**src/rtl/isa_decode_stage.sv**
```systemverilog
// RISC-V decode stage: splits the instruction into fields, builds the sign-extended immediate and flags illegal encodings.
// One cycle latency; a two-entry output/skid register pair keeps full throughput under iReady backpressure.
module isa_decode_stage #(
    parameter int XLEN    = 32,
    parameter bit EN_RV64 = (XLEN == 64)
) (
    input  logic            iClk,
    input  logic            iRst_n,
    input  logic            iFlush,
    input  logic            iValid,
    output logic            oReady,
    input  logic [31:0]     iINS,
    input  logic [XLEN-1:0] iPC,
    output logic            oValid,
    input  logic            iReady,
    output logic [XLEN-1:0] oPC,
    output logic [6:0]      oOpCode,
    output logic [4:0]      oRS1,
    output logic [4:0]      oRS2,
    output logic [4:0]      oRD,
    output logic [2:0]      oFunc3,
    output logic [6:0]      oFunc7,
    output logic [XLEN-1:0] oImm,
    output logic [2:0]      oImmType,
    output logic            oRS1En,
    output logic            oRS2En,
    output logic            oRDEn,
    output logic            oIllegal
);

    localparam logic [2:0] IMM_NONE = 3'd0;
    localparam logic [2:0] IMM_I    = 3'd1;
    localparam logic [2:0] IMM_S    = 3'd2;
    localparam logic [2:0] IMM_B    = 3'd3;
    localparam logic [2:0] IMM_U    = 3'd4;
    localparam logic [2:0] IMM_J    = 3'd5;

    typedef struct packed {
        logic [XLEN-1:0] pc;
        logic [XLEN-1:0] imm;
        logic [6:0]      opcode;
        logic [4:0]      rs1;
        logic [4:0]      rs2;
        logic [4:0]      rd;
        logic [2:0]      func3;
        logic [6:0]      func7;
        logic [2:0]      imm_type;
        logic            rs1_en;
        logic            rs2_en;
        logic            rd_en;
        logic            illegal;
    } dec_t;

    logic [31:0] w_imm_i, w_imm_s, w_imm_b, w_imm_u, w_imm_j, w_imm32;
    logic [2:0]  w_type;
    logic        w_legal, w_illegal, w_rs1, w_rs2, w_rd;
    logic        w_in_xfer;
    dec_t        w_dec;

    dec_t        r_out, r_skd;
    logic        r_out_vld, r_skd_vld;

    assign w_imm_i = {{21{iINS[31]}}, iINS[30:20]};
    assign w_imm_s = {{21{iINS[31]}}, iINS[30:25], iINS[11:7]};
    assign w_imm_b = {{20{iINS[31]}}, iINS[7], iINS[30:25], iINS[11:8], 1'b0};
    assign w_imm_u = {iINS[31:12], 12'b0};
    assign w_imm_j = {{12{iINS[31]}}, iINS[19:12], iINS[20], iINS[30:21], 1'b0};

    always_comb begin
        w_type  = IMM_NONE;
        w_legal = 1'b1;
        w_rs1   = 1'b0;
        w_rs2   = 1'b0;
        w_rd    = 1'b0;
        case (iINS[6:0])
            7'b0110111, 7'b0010111: begin w_type = IMM_U; w_rd = 1'b1; end
            7'b1101111:             begin w_type = IMM_J; w_rd = 1'b1; end
            7'b1100111, 7'b0000011, 7'b0010011: begin
                w_type = IMM_I; w_rs1 = 1'b1; w_rd = 1'b1;
            end
            7'b1100011: begin w_type = IMM_B; w_rs1 = 1'b1; w_rs2 = 1'b1; end
            7'b0100011: begin w_type = IMM_S; w_rs1 = 1'b1; w_rs2 = 1'b1; end
            7'b0110011: begin w_rs1 = 1'b1; w_rs2 = 1'b1; w_rd = 1'b1; end
            7'b0011011: begin
                w_legal = EN_RV64;
                w_type  = IMM_I; w_rs1 = 1'b1; w_rd = 1'b1;
            end
            7'b0111011: begin
                w_legal = EN_RV64;
                w_rs1 = 1'b1; w_rs2 = 1'b1; w_rd = 1'b1;
            end
            7'b0001111, 7'b1110011: w_type = IMM_I;
            default: w_legal = 1'b0;
        endcase
    end

    assign w_illegal = !w_legal || (iINS[1:0] != 2'b11) || (iINS == 32'h0);

    always_comb begin
        case (w_type)
            IMM_I:   w_imm32 = w_imm_i;
            IMM_S:   w_imm32 = w_imm_s;
            IMM_B:   w_imm32 = w_imm_b;
            IMM_U:   w_imm32 = w_imm_u;
            IMM_J:   w_imm32 = w_imm_j;
            default: w_imm32 = 32'h0;
        endcase
    end

    // Illegal encodings keep their raw fields but carry no immediate or operand enables.
    always_comb begin
        w_dec          = '0;
        w_dec.pc       = iPC;
        w_dec.opcode   = iINS[6:0];
        w_dec.rs1      = iINS[19:15];
        w_dec.rs2      = iINS[24:20];
        w_dec.rd       = iINS[11:7];
        w_dec.func3    = iINS[14:12];
        w_dec.func7    = iINS[31:25];
        w_dec.illegal  = w_illegal;
        w_dec.imm      = w_illegal ? '0 : XLEN'($signed(w_imm32));
        w_dec.imm_type = w_illegal ? IMM_NONE : w_type;
        w_dec.rs1_en   = w_rs1 && !w_illegal;
        w_dec.rs2_en   = w_rs2 && !w_illegal;
        w_dec.rd_en    = w_rd && !w_illegal && (iINS[11:7] != 5'd0);
    end

    assign w_in_xfer = iValid && !r_skd_vld;

    // The skid entry is only ever filled while the output entry is valid and stalled.
    always_ff @(posedge iClk or negedge iRst_n) begin
        if (!iRst_n) begin
            r_out     <= '0;
            r_out_vld <= 1'b0;
            r_skd     <= '0;
            r_skd_vld <= 1'b0;
        end else if (iFlush) begin
            r_out_vld <= 1'b0;
            r_skd_vld <= 1'b0;
        end else if (r_skd_vld) begin
            if (iReady) begin
                r_out     <= r_skd;
                r_skd_vld <= 1'b0;
            end
        end else if (w_in_xfer) begin
            if (!r_out_vld || iReady) begin
                r_out     <= w_dec;
                r_out_vld <= 1'b1;
            end else begin
                r_skd     <= w_dec;
                r_skd_vld <= 1'b1;
            end
        end else if (iReady) begin
            r_out_vld <= 1'b0;
        end
    end

    assign oReady   = !r_skd_vld;
    assign oValid   = r_out_vld;
    assign oPC      = r_out.pc;
    assign oOpCode  = r_out.opcode;
    assign oRS1     = r_out.rs1;
    assign oRS2     = r_out.rs2;
    assign oRD      = r_out.rd;
    assign oFunc3   = r_out.func3;
    assign oFunc7   = r_out.func7;
    assign oImm     = r_out.imm;
    assign oImmType = r_out.imm_type;
    assign oRS1En   = r_out.rs1_en;
    assign oRS2En   = r_out.rs2_en;
    assign oRDEn    = r_out.rd_en;
    assign oIllegal = r_out.illegal;

endmodule

```
**config.mk**
```make
export PLATFORM = sky130hd
export DESIGN_NAME = isa_decode_stage
export DESIGN_NICKNAME = d
export VERILOG_FILES = /design/src/rtl/isa_decode_stage.sv
export SDC_FILE = /design/constraint.sdc
export NUM_CORES = 1
export LEC_CHECK = 0
export ABC_AREA = 0
export BUFFER_PORTS_ARGS = -buffer_cell sky130_fd_sc_hd__buf_2
export CORE_MARGIN = 2
export CORE_UTILIZATION = 50
export DETAILED_ROUTE_END_ITERATION = 10
export PLACE_DENSITY = 0.76
export SLEW_MARGIN = 25
export SYNTH_ARGS = -nofsm -noshare
export SYNTH_HDL_FRONTEND = slang
export SYNTH_SLANG_ARGS = --single-unit
```
**constraint.sdc**
```tcl
create_clock -name iClk -period 1.73 [get_ports iClk]
set_input_delay 0 -clock iClk [delete_from_list [all_inputs] [get_ports iClk]]
set_output_delay 0 -clock iClk [all_outputs]
set_load 0.01 [all_outputs]
```
==> results.md, run 1 <==
* Status: finished, violations left
* Failing checks: negative setup slack
* Main synth FF type: dfrtp_1
* RSZ-0062 raised after global routing: true
* Worst slew pin tran at ~0.6 ns
* Mapped Area at approximately 0.0093 mm^2
* Width of the die at about 140 um
* Final min period at about 1.8 ns
* Mean post-synth cell area at 9.45 um^2
* Num CTS Buffers at 23
* Via-per-instance ratio at about 5.6
* Final Instance Area at around 0.013 mm^2
* Post-route setup slack at -0.0244 ns
* Die height at roughly 140 um
* # IOs at approximately 170
* GRT Total Usage at 0.259
* Cells on Worst Hold Path at 4
* Top cells by count, synth: nand2_1 (314), dfrtp_1 (208), o21ai_0 (97)
* Final wirelength at roughly 27 mm
* Post-synthesis sequential area ratio at 0.559
* CP Launch Type: register
* Htree depth at 1
* Via count at just over 8000
* WL/cell at 17.9 um
* Hold WC Path Type: in2reg
* Max-slew violation count at 0
* Synth area leaders: dfrtp_1 (56%), nand2_1 (13%), mux2i_1 (7.9%)
* Post-DP HPWL at ~16 mm
* Sequential Power Share at 0.454
* Final worst-path cycle share at 1.01
* Critical path class: reg2reg
* Total Neg Setup Slack at -0.0480 ns
* Final setup vio count at 5
* Total clock sinks at approximately 210
* Asr flop ratio synth at 1.00
* Relative slew slack at 0.602
* Worst VDD drop at between 600 and 700 uV
* Inserted Diodes at 0
* Initial antenna violation count at 0
* R2R depth at 7
* Die ar. at about 0.02 mm^2
* Pin count of the biggest net entering global routing at 70
* Switching Fraction at 0.270
* Clock Power Share at 0.382
* Share of the synthesized area in the top cell type at 0.559
* Core area at between 0.015 and 0.02 mm^2
* DR pass1 iterations at 5
* Drc violations at 0
* I/O Buffers at roughly 170
* Hold Fails Final Rpt at 0
* Starting DRT DRC Count at between 600 and 700
* Yosys reg bits at between 200 and 250
* Static Leak at between 6 and 7 nW
* Maxcap violations at 0
* First-pass GRT wire length at 41.8 mm
* Cell taking the most area after synthesis: dfrtp_1
* Syn_nets at ~1100
* Final ANT Viol Nets at 0
* Share of cells above drive strength 1 at 0.254
* Synth cell types at 55
* Clock skew at around 0.014 ns
* Share of total power in combinational logic at 0.164
* CTS max path bufs at 3
* Dominant cell by count in the synthesized netlist: nand2_1
* Number of synthesized flops with an enable pin at 0
* Vias in the first global route at between 8000 and 9000
* Gpl congestion at between 0.8 and 0.9
* Post-DP Area at about 0.011 mm^2
* Net Switching at 3.54 mW
* Layout net count at between 1000 and 1500
* Crit. End Element: register
* Pwr dens at approximately 1000 mW/mm^2
* Final core utilization at 0.697
* Worst skew pair latency at between 0.5 and 0.6 ns
* Crit path required time at roughly 2.2 ns
* Root Buffer: clkbuf_16
* Synthesis-to-finish area growth at 35.8%
* Maximum clock rate at between 500 and 600 MHz
* P_int at about 9.6 mW
* YS warnings at 0
* CTS clk-pin slew, worst paths at 0.06 ns
* CP Data Arrival Time at ~2.2 ns
* Gate Count Post-Synth at between 900 and 1000
* Total grt overflow at 0
* CP Max Fanout at 8
* Row Count at 49
* CTS tree: done
* Initial Util at 0.514
path summary, 6_finish.rpt:
kind	start	to	slack, ns
setup / recovery	oValid	r_skd[55]	-0.02
hold / removal	iINS[6]	r_skd[38]	0.03
setup reg to reg	oValid	r_skd[55]	-0.02
hold reg to reg	oPC[19]	oPC[19]	0.47
max in group asynchronous	iRst_n	oPC[16]	1.00
min in group asynchronous	iRst_n	oPC[15]	0.06
sequential cells by signal, indices dropped and copies added (netlist names), 3 cells and up:
name / count
oFunc7: 7
oRS1: 5
oFunc3: 3
r_skd: 103
oOpCode: 7
oRD: 5
oImm: 32
oImmType: 3
oPC: 32
oRS2: 5
worst max-delay path: stages (launching register included):
cell and delay [ns]:
dfrtp_1 0.40, nand2_2 0.07, or4_4 0.59, nor2_4 0.17, buf_6 0.14, buf_6 0.12, nand4_1 0.09, nand3_1 0.11
metal layers:
metal  track usage  wire length (um)  vias up
met5             0                 0        -
li1              -                 -     3874
met4        0.0732               656        0
met2         0.426             12800      289
met3        0.0270              1390       51
met1         0.369             11700     4022
area by class of cell:
class / instances / area [um^2]
flip-flops and latches: 208 / 5210
well taps: 229 / 287
inverters: 13 / 50.0
fillers: 1317 / 5490
clock buffers: 31 / 646
clock inverters: 8 / 119
multi-input cells: 694 / 4030
repair buffers: 300 / 2310
timing repair:
item	in CTS	in global routing
gates cloned	0	5
setup endpoints to repair	90	127
gates resized for setup	13	69
hold buffers	67	0
buffers inserted	2	7
endpoints found under the hold margin	391	0
pin swaps	9	23
placed cells by master (no fill, tap or decap), types with 4 or more instances in the layout:
| cell type | count |
|---|---|
| o22ai_2 | 16 |
| a221o_1 | 6 |
| nand2_1 | 313 |
| a21oi_1 | 44 |
| buf_4 | 29 |
| clkbuf_1 | 4 |
| buf_12 | 14 |
| and3_1 | 12 |
| inv_1 | 12 |
| o21ai_0 | 82 |
| nand3_1 | 11 |
| nand4_1 | 9 |
| a22o_1 | 6 |
| nor2_1 | 26 |
| clkbuf_8 | 4 |
| dlygate4sd3_1 | 67 |
| a2bb2oi_1 | 8 |
| dfrtp_1 | 207 |
| a22oi_1 | 4 |
| a211oi_1 | 4 |
| nor2b_1 | 4 |
| mux2i_1 | 69 |
| buf_2 | 172 |
| a31oi_1 | 4 |
| clkbuf_16 | 27 |
| o21ai_1 | 15 |
| clkinv_2 | 5 |
| buf_6 | 10 |
| o21ai_2 | 4 |
per-stage QoR:
step / worst slack [ns] / hold slack (ns) / instances / power (mW)
4_1_cts: -0.0348 / 0.000685 / 1472 / 13.0
5_1_grt: -0.0990 / 0.0442 / 1483 / 13.7
2_1_floorplan: 0.00205 / -0.296 / 986 / 6.96
6_report: -0.0244 / 0.0285 / 1483 / 13.1
3_3_place_gp: -0.0154 / 0.0103 / 1364 / 7.81
3_5_place_dp: -0.149 / 0.00994 / 1364 / 7.89
power by group through the flow:
stage | Sequential (mW) | Clock [mW] | Combinational (mW)
2_1_floorplan | 6.11 | 0 | 0.848
3_3_place_gp | 5.98 | 0 | 1.83
3_5_place_dp | 6.01 | 0 | 1.88
4_1_cts | 5.93 | 5.08 | 2.02
5_1_grt | 6.02 | 5.26 | 2.40
6_report | 5.94 | 5.00 | 2.15
logic make-up after synthesis:
| logic type | after synthesis | synth area share |
|---|---|---|
| AO/OA/AOI/OAI | 219 | 0.144 |
| buffers and inverters | 85 | 0.0397 |
| flip-flops | 208 | 0.559 |
| multiplexers | 74 | 0.0795 |
| AND/OR/NAND/NOR | 400 | 0.178 |
(Power assumes the default switching activity.)
==> inputs of run 2 (changes only) <==
--- a/config.mk
+++ b/config.mk
@@ -11,6 +11,7 @@
 export CORE_UTILIZATION = 50
 export DETAILED_ROUTE_END_ITERATION = 10
 export PLACE_DENSITY = 0.76
+export SKIP_LAST_GASP = 1
 export SLEW_MARGIN = 25
 export SYNTH_ARGS = -nofsm -noshare
 export SYNTH_HDL_FRONTEND = slang
==> results.md, run 2 (synthesis results as in run 1) <==
* Total power at 13.0 mW (-0.73%)
* RSZ-0062 raised after global routing: true
* Final setup vio count at 4 (-1)
* Initial antenna violation count at 0 (unchanged)
* Commonest non-fill, non-tap cell in the layout: nand2_1
* Maximum clock rate at 574 MHz (+0.70%)
* Post-DP HPWL at 16.2 mm (unchanged)
* Htree depth at 1 (unchanged)
* CTS max path bufs at 3 (unchanged)
* Initial Util at 0.514 (unchanged)
* Register area at 0.00521 mm^2 (unchanged)
* DR pass1 iterations at 5 (unchanged)
* GRT Total Usage at 0.259 (about the same)
* Vias in the first global route at 8090 (+0.012%)
* Gpl congestion at 0.872 (unchanged)
* Area taken by multi-input logic gates at 0.00389 mm^2 (-3.5%)
* Crit. End Element: register
* Net Switching at 3.49 mW (-1.4%)
* Final wirelength at 25.7 mm (-3.4%)
* Row Count at 49 (unchanged)
* Final min period at 1.74 ns (-0.0121 ns)
* Post-route setup slack at -0.0122 ns (+0.0121 ns)
* Switching Fraction at 0.268 (-0.00178)
* Final core utilization at 0.682 (-0.0150)
* Fillers at 1350 (+2.5%)
* Worst VDD drop at 626 uV (+3.3%)
* Non-filler cells, final at 1477 (-0.40%)
* Final Instance Area at 0.0124 mm^2 (-2.2%)
* Root Buffer: clkbuf_16
* Core area at 0.0181 mm^2 (unchanged)
* Post-DP Area at 0.0107 mm^2 (unchanged)
* Final ANT Viol Nets at 0 (unchanged)
* CP Max Fanout at 22 (+14)
* CTS tree: done
* Worst Hold Endpoint: r_skd[0]
* Worst slew pin tran at 0.589 ns (-0.00680 ns)
* Max-slew violation count at 0 (unchanged)
* P_int at 9.51 mW (-0.48%)
* Max FFs per register at 103 (unchanged)
* Layout net count at 1303 (-0.46%)
* Most frequent cells in the layout: nand2_1 (314), dfrtp_1 (207), buf_2 (172), o21ai_0 (97), mux2i_1 (69)
* FF-to-FF setup slack at -0.01 ns (about the same)
* Die ar. at 0.0197 mm^2 (unchanged)
* Pin count of the biggest net entering global routing at 70 (unchanged)
* Cells on Worst Hold Path at 5 (+1)
* R2R depth at 5 (-2)
* Share of total power in combinational logic at 0.159 (-0.005)
* Status: finished, violations left
* Clock Power Share at 0.384 (+0.002)
* Hold Fails Final Rpt at 0 (unchanged)
* Starting DRT DRC Count at 614 (-2.7%)
* Crit path required time at 2.11 ns (-0.05 ns)
* Total grt overflow at 0 (unchanged)
* CP Data Arrival Time at 2.13 ns (-0.05 ns)
* Hold WC Path Type: in2reg
* Die height at 141 um (unchanged)
* Worst skew pair latency at 0.50 ns (about the same)
* Sequential Power Share at 0.457 (+0.003)
* Width of the die at 141 um (unchanged)
* # IOs at 174 (unchanged)
* Num CTS Buffers at 23 (unchanged)
* Critical path class: reg2reg
* Drc violations at 0 (unchanged)
* Synthesis-to-finish area growth at 32.9%
* WL/cell at 17.4 um (-3.0%)
* Pwr dens at 1050 mW/mm^2 (+1.5%)
* Hold Startpoint: iFlush
* CP max-delay cell: dfrtp_4
* Maxcap violations at 0 (unchanged)
* Inserted Diodes at 0 (unchanged)
* Placed Instances at 1364 (unchanged)
* Origin of the critical flop-to-flop path: r_skd_vld
* Via count at 8102 (-1.6%)
* CTS clk-pin slew, worst paths at 0.06 ns (about the same)
* Share of cells above drive strength 1 at 0.236 (-0.0180)
* I/O Buffers at 173 (unchanged)
* Static Leak at 6.02 nW (-1.5%)
* Worst path cell trace: buf_4 > o221a_4 > buf_12 > and3_1 > a221o_1
* Clock skew at 0.0118 ns (-0.00203 ns)
* Most flop-heavy register: r_skd
* Relative slew slack at 0.607 (+0.00453)
* Worst R2R End: oImm[5]
* First-pass GRT wire length at 41.7 mm (about the same)
* Largest stage delay on the critical path at 0.51 ns (-0.08 ns)
* Final worst-path cycle share at 1.01 (-0.00702)
* Via-per-instance ratio at 5.49 (-1.2%)
* Total clock sinks at 208 (unchanged)
* Failing checks: negative setup slack
* CP Launch Type: register
-- run 2: cell types whose count changed in the layout (fill, tap and decap cells not counted), moves of 2 or more --
cell | before | now
buf_12 | 14 | 12
buf_4 | 29 | 37
buf_6 | 10 | 1
clkbuf_16 | 27 | 25
o21ai_0 | 82 | 97
o21ai_1 | 15 | 2
o21ai_2 | 4 | 2
o22ai_1 | 2 | 16
o22ai_2 | 16 | 2
-- run 2: power by group through the flow --
stage	registers (mW)	clock network (mW)	logic [mW]
2_1_floorplan	6.11	0	0.848
3_3_place_gp	5.98	0	1.83
3_5_place_dp	6.01	0	1.88
4_1_cts	5.93	5.08	2.02
5_1_grt	6.02	5.26	2.32
6_report	5.94	4.99	2.06
-- run 2: worst max-delay path by stage --
stage | from | end | slack [ns] | cells after the start
after global routing | r_skd_vld | oImm[23] | -0.08 | 6
after floorplan | r_skd_vld | r_skd[44] | 0.002 | 6
after CTS | oValid | r_skd[46] | -0.03 | 5
after global placement | r_skd_vld | oImm[26] | -0.02 | 7
after detailed placement | r_skd_vld | oImm[19] | -0.15 | 6
final | r_skd_vld | oImm[5] | -0.01 | 5
-- run 2: timing repair --
item                       4_1_cts  5_1_grt
setup buffers                    2        4
setup endpoints to repair       90      111
hold endpoints to repair       391        0
cloned                           0        2
pin swaps                        9        6
hold buffers                    67        0
gates resized for setup         11       24
-- run 2: through the flow --
step / setup TNS [ns] / setup slack, ns / hold slack, ns
6_report: -0.0216 / -0.0122 / 0.0283
5_1_grt: -2.79 / -0.0794 / 0.0427
4_1_cts: -0.233 / -0.0348 / 0.000685
3_3_place_gp: -0.234 / -0.0154 / 0.0103
3_5_place_dp: -4.21 / -0.149 / 0.00994
2_1_floorplan: 0 / 0.00205 / -0.296
-- run 2: cell type report --
| class | instances | share of cell area |
|---|---|---|
| sequential | 208 | 0.421 |
| timing repair buffer | 295 | 0.176 |
| multi-input combinational | 693 | 0.314 |
| inverter | 13 | 0.00404 |
| clock inverter | 8 | 0.00960 |
| clock buffer | 31 | 0.0521 |
| tap | 229 | 0.0231 |
-- run 2: critical path, delay by kind of cell (launching register included) --
| kind | cells | cell delay, ns |
|---|---|---|
| AND/OR/NAND/NOR | 1 | 0.19 |
| AO/OA/AOI/OAI | 2 | 0.56 |
| flip-flops | 1 | 0.51 |
| buffers and inverters | 2 | 0.35 |
-- run 2: routing by layer --
layer / track usage / part of all wire / vias to the layer above
li1: - / - / 3848
met1: 0.369 / 0.45 / 3957
met2: 0.425 / 0.48 / 255
met3: 0.0270 / 0.054 / 42
met4: 0.0732 / 0.023 / 0
met5: 0 / 0 / -
